### src/rtl/dmem_arb_pkg.sv
// Shared definitions for the data-memory arbiter.
//   DEF_ADDR_W / DEF_DATA_W : default word-address and data widths
//   port_e                  : requester index (PORT0 = core LSU, PORT1 = DMA/loader)
package dmem_arb_pkg;

    localparam int unsigned DEF_ADDR_W = 14;
    localparam int unsigned DEF_DATA_W = 32;

    typedef enum logic {
        PORT0 = 1'b0,
        PORT1 = 1'b1
    } port_e;

endpackage

### src/rtl/dmem_arbiter_rr_pick2.sv
// rr_pick2: combinational 2-way picker.
//   req0/req1 : requests from port 0 / port 1
//   last      : port granted most recently
//   lock      : port 1 asks for burst priority
//   count     : consecutive port-1 grants so far
//   gnt0/gnt1 : one-hot (or zero) pick
module rr_pick2
    import dmem_arb_pkg::*;
#(
    parameter int unsigned MAX_LOCK = 8,
    parameter int unsigned CNT_W    = 4
) (
    input  logic             req0,
    input  logic             req1,
    input  port_e            last,
    input  logic             lock,
    input  logic [CNT_W-1:0] count,
    output logic             gnt0,
    output logic             gnt1
);

    localparam logic [CNT_W-1:0] MAX_CNT = CNT_W'(MAX_LOCK);

    logic lock_hold;

    // Port 1 keeps the memory only while it already owns it and has lock budget left.
    assign lock_hold = lock && (last == PORT1) && (count < MAX_CNT);

    always_comb begin
        gnt0 = 1'b0;
        gnt1 = 1'b0;
        if (req0 && req1) begin
            if (lock_hold || (last == PORT0)) begin
                gnt1 = 1'b1;
            end else begin
                gnt0 = 1'b1;
            end
        end else begin
            gnt0 = req0;
            gnt1 = req1;
        end
    end

endmodule

### src/rtl/dmem_arbiter.sv
// dmem_arbiter: shares a single-cycle data memory between the core LSU (port 0)
// and a DMA/loader engine (port 1), one access per cycle, round-robin with a
// bounded burst lock for port 1.
//   clk, rst                      : clock, async active-high reset
//   pX_req/we/addr/wdata          : request side of port X
//   p1_lock                       : port 1 burst priority request
//   pX_gnt                        : combinational accept
//   pX_rvalid/pX_rdata            : registered read response (1-cycle latency)
//   mem_we/mem_addr/mem_wdata     : memory drive
//   mem_rdata                     : memory combinational read data
module dmem_arbiter
    import dmem_arb_pkg::*;
#(
    parameter int unsigned ADDR_W   = DEF_ADDR_W,
    parameter int unsigned DATA_W   = DEF_DATA_W,
    parameter int unsigned MAX_LOCK = 8
) (
    input  logic              clk,
    input  logic              rst,
    input  logic              p0_req,
    input  logic              p0_we,
    input  logic [ADDR_W-1:0] p0_addr,
    input  logic [DATA_W-1:0] p0_wdata,
    input  logic              p1_req,
    input  logic              p1_we,
    input  logic [ADDR_W-1:0] p1_addr,
    input  logic [DATA_W-1:0] p1_wdata,
    input  logic              p1_lock,
    output logic              p0_gnt,
    output logic              p1_gnt,
    output logic              p0_rvalid,
    output logic              p1_rvalid,
    output logic [DATA_W-1:0] p0_rdata,
    output logic [DATA_W-1:0] p1_rdata,
    output logic              mem_we,
    output logic [ADDR_W-1:0] mem_addr,
    output logic [DATA_W-1:0] mem_wdata,
    input  logic [DATA_W-1:0] mem_rdata
);

    localparam int unsigned      CNT_W   = $clog2(MAX_LOCK + 1);
    localparam logic [CNT_W-1:0] MAX_CNT = CNT_W'(MAX_LOCK);

    port_e             last;
    logic [CNT_W-1:0]  lock_cnt;
    logic              pick0;
    logic              pick1;
    logic              rd_accept;
    logic [DATA_W-1:0] rdata_q;

    rr_pick2 #(
        .MAX_LOCK (MAX_LOCK),
        .CNT_W    (CNT_W)
    ) u_pick (
        .req0  (p0_req),
        .req1  (p1_req),
        .last  (last),
        .lock  (p1_lock),
        .count (lock_cnt),
        .gnt0  (pick0),
        .gnt1  (pick1)
    );

    // Grants are masked during reset so no write can reach the memory.
    assign p0_gnt = pick0 & ~rst;
    assign p1_gnt = pick1 & ~rst;

    assign rd_accept = (p0_gnt & ~p0_we) | (p1_gnt & ~p1_we);

    always_comb begin
        mem_we    = 1'b0;
        mem_addr  = '0;
        mem_wdata = '0;
        if (p0_gnt) begin
            mem_we    = p0_we;
            mem_addr  = p0_addr;
            mem_wdata = p0_wdata;
        end else if (p1_gnt) begin
            mem_we    = p1_we;
            mem_addr  = p1_addr;
            mem_wdata = p1_wdata;
        end
    end

    always_ff @(posedge clk or posedge rst) begin
        if (rst) begin
            last      <= PORT1;
            lock_cnt  <= '0;
            rdata_q   <= '0;
            p0_rvalid <= 1'b0;
            p1_rvalid <= 1'b0;
        end else begin
            p0_rvalid <= p0_gnt & ~p0_we;
            p1_rvalid <= p1_gnt & ~p1_we;
            if (rd_accept) begin
                rdata_q <= mem_rdata;
            end
            if (p0_gnt) begin
                last     <= PORT0;
                lock_cnt <= '0;
            end else if (p1_gnt) begin
                last <= PORT1;
                if (last == PORT1) begin
                    if (lock_cnt != MAX_CNT) begin
                        lock_cnt <= lock_cnt + 1'b1;
                    end
                end else begin
                    lock_cnt <= CNT_W'(1);
                end
            end
        end
    end

    // Single response register shared by both ports; rvalid says who owns it.
    assign p0_rdata = rdata_q;
    assign p1_rdata = rdata_q;

endmodule

### config.mk
export PLATFORM = sky130hd
export DESIGN_NAME = dmem_arbiter
export DESIGN_NICKNAME = d
export VERILOG_FILES = /design/src/rtl/dmem_arb_pkg.sv /design/src/rtl/dmem_arbiter_rr_pick2.sv /design/src/rtl/dmem_arbiter.sv
export SDC_FILE = /design/constraint.sdc
export NUM_CORES = 1
export LEC_CHECK = 0
export CORE_AREA = 2 2 96 98
export CTS_BUF_LIST = sky130_fd_sc_hd__clkbuf_4
export CTS_CLUSTER_DIAMETER = 120
export DETAILED_ROUTE_END_ITERATION = 16
export DIE_AREA = 0 0 98 100
export DONT_BUFFER_PORTS = 1
export GPL_TIMING_DRIVEN = 0
export PLACE_DENSITY = 0.42
export SYNTH_ARGS = -nofsm -noshare
export SYNTH_HDL_FRONTEND = slang
export SYNTH_SLANG_ARGS = --single-unit
### constraint.sdc
create_clock -name clk -period 1.7 [get_ports clk]
set_clock_uncertainty 0.2 [all_clocks]
set_input_delay 0.255 -clock clk [delete_from_list [all_inputs] [get_ports clk]]
set_output_delay 0.255 -clock clk [all_outputs]
set_load 0.03 [all_outputs]
==> results.md <==
* Grt ovf at 0
* Setup crit end kind: output pin
* Leak at 1.90 nW
* Worst-Margin Slew at 0.889 ns
* Fill cell count at 801
* Core Area at 0.00889 mm2
* First-pass GRT wire length at 10,400 um
* Gate count after technology mapping at 202
* RePlAce Congestion at 0.713
* Max Clock Freq at 462 MHz
* Detailed Route WL at 7290 um
* DR top layer: met4
* Number of buffers created by CTS at 5
* Internal cell power at 0.00232 W
* WL met2 at 3720 um
* CP max-delay cell: dfstp_2
* Startpoint types: flop
* Switching share of power at 44.4%
* Hold crit path type: input port to async pin
* Diode count at 0
* Crit path DAT at 1.71 ns
* Worst slack at placement at -0.277 ns
* Mean Syn Cell Area at 12.1 um2
* # DRC at 0
* Critical Path RT at 1.24 ns
* Initial antenna violation count at 0
* Clock share of power at 14.7%
* Largest net degree at the start of global routing at 41
* Chip height at 100 um
* CP cell instances: nand2b_4 > and3_4 > buf_8 > buf_12 > a22o_4
* Final worst slack at -0.465 ns
* Chip Width at 98 um
* CP Max Fanout at 10
* Port Buffers at 0
* Sw Pwr at 0.00185 W
* Final Core Density at 44.2%
* Max-cap viol count at 0
* WHS at -0.262 ns
* Rows at 35
* Initial DRC Count at 56
* CTS tree: done
* Count of final setup violators at 81
* Area Overhead vs Synth at 61.4%
* RSZ-0062 raised after global routing: yes
* Failing checks: negative hold slack, negative setup slack
* Clock Path Buffers at 2
* # IOs at 246
* Max incr delay on CP at 0.57 ns
* Synth warn at 0
* VDD IR max at 0.000810 V
* Min Clock Period, post-route at 2.17 ns
* Final #Nets at 397
* Clock-pin slew on the worst setup and hold paths at 0.12 ns
* Async S/R FF share, synth at 100%
* Register area share after synthesis at 40.1%
* Met1 wire length at 2920 um
* Seq cells post-synth at 39
* Cell Area, Synth at 0.00244 mm2
* Antenna Nets Post-Route at 0
* CTS root buf: clkbuf_4
* DR WL met3 at 607 um
* Worst reg2reg path startpoint: lock_cnt[3]
* Syn nets at 335
* H-tree depth at 2
* Period utilization at 127%
* Synth Flop Type: dfrtp_1
* Comb power frac at 43.7%
* Kind of critical path: flop to output pin
* Vias in the first global route at 1,908
* Initial Util at 27.4%
* Status: complete, but fails checks
* WP buf/inv at 2
* Final Hold Vio Count at 39
* GRT Total Usage at 13.4%
* DRT Pass-1 Iters at 3
* PD cells at 1060 mW/mm2
* Slew margin rel. at 40.6%
* Post-CTS Hold Fix Bufs at 34
* Crit path from: last
* Distinct cells, synth at 32
* CTS Sinks at 39
* Vias per inst at 5.09
* DIE AREA at 0.00980 mm2
* Sequential group share of total power at 41.5%
* HPWL Detailed at 5140 um
* Number of synthesized flops with an enable pin at 0
* Max-slew violations at 0
* CP top delay family: flip-flops
* Fraction of layout instances using a drive strength above 1 at 61.9%
* Routed len/inst at 19.4 um
* Worst skew pair latency at 0.34 ns
* Vias at 1,913
-- state kept, by name, indices dropped and copies added, names as in the netlist --
register   flops
last           1
lock_cnt       4
p0_rdata      32
p0_rvalid      1
p1_rvalid      1
-- cells in the final DEF (no fill, tap or decap), drive strengths merged, types with 2 or more instances in the layout --
cell,n
a22o,47
clkbuf,12
dfrtp,38
inv,4
a21oi,3
buf,59
clkinv,2
a31oi,2
o21ai,4
nand2b,3
ha,2
mux2,32
nand2,5
nand3b,2
dlygate4sd3,34
-- Yosys cell counts (all sizes together), types with 2 or more instances --
cell / number / area share (%)
a21oi: 3 / 0.62
a22o: 47 / 17
a31oi: 2 / 0.51
buf: 38 / 12
clkbuf: 7 / 1.1
dfrtp: 38 / 39
ha: 2 / 1.0
inv: 5 / 0.77
mux2: 32 / 19
nand2: 5 / 0.77
nand2b: 3 / 1.1
nand3b: 2 / 0.62
o21ai: 4 / 0.82
-- per-layer routing --
metal | vias to the layer above | global-route usage (%)
met2 | 136 | 23.6
met3 | 4 | 3.62
li1 | 844 | -
met5 | - | 0
met1 | 929 | 16.5
met4 | 0 | 2.88
-- worst paths after layout --
kind,endpoint,slack (ns),depth (start not counted)
min in group clk,p1_rvalid,-0.23,1
max in group asynchronous,p0_rdata[20],1.07,1
max reg2reg,p0_rdata[1],-0.43,9
max,mem_addr[5],-0.47,5
min reg2reg,lock_cnt[2],0.31,1
min,lock_cnt[3],-0.26,1
-- worst register-to-register path: cells and delay by family (launching register included) --
family	cells	cell delay [ns]
AOI/OAI and AO/OA	1	0.29
buffers and inverters	5	0.64
DFF	1	0.41
muxes	1	0.29
and+or+nand+nor	2	0.21
-- stage by stage --
stage | cell area, um2 | hold WS, ns | setup TNS, ns | power (W) | std cells
after detailed placement | 2940 | 0.150 | -18.97 | 0.00331 | 313
final | 3930 | -0.262 | -32.38 | 0.00417 | 376
after global placement | 2940 | 0.153 | -19.91 | 0.00332 | 313
after global routing | 3930 | -0.256 | -36.99 | 0.00437 | 376
after floorplan | 2800 | 0.0313 | -5.24 | 0.00317 | 202
after CTS | 3900 | -0.253 | -34.15 | 0.00421 | 375
-- layout make-up --
class                      instances  area, um2  share of cell area [%]
clock buffer                       5       37.5                   0.955
sequential                        39        977                    24.9
buffer                            45        493                    12.5
tap                              111        139                    3.53
clock inverter                     3       38.8                   0.987
inverter                           5       22.5                   0.573
timing repair buffer              55        627                    15.9
multi-input combinational        113       1600                    40.6
-- cell families after synthesis --
kind of cell | after synthesis | synth area share (%)
flip-flops | 39 | 40.1
AO/OA/AOI/OAI | 60 | 20.4
buffers and inverters | 50 | 13.7
multiplexers | 33 | 19.8
AND/OR/NAND/NOR | 18 | 4.93
adder cells (fa/ha/maj) | 2 | 1.03
-- what timing repair did --
action	CTS	global route
gates resized for setup	48	5
cloned	5	1
pin swaps	19	9
setup endpoints to repair	81	83
setup buffers	15	1
hold endpoints to repair	73	39
-- power groups by stage --
stage	registers [W]	logic [W]	clock network (W)
floorplan	0.00169	0.00147	0
global placement	0.00176	0.00156	0
detailed placement	0.00175	0.00156	0
CTS	0.00174	0.00182	0.000650
global route	0.00177	0.00191	0.000694
finish	0.00173	0.00182	0.000614
No activity file was read; power rests on OpenSTA's default activity.
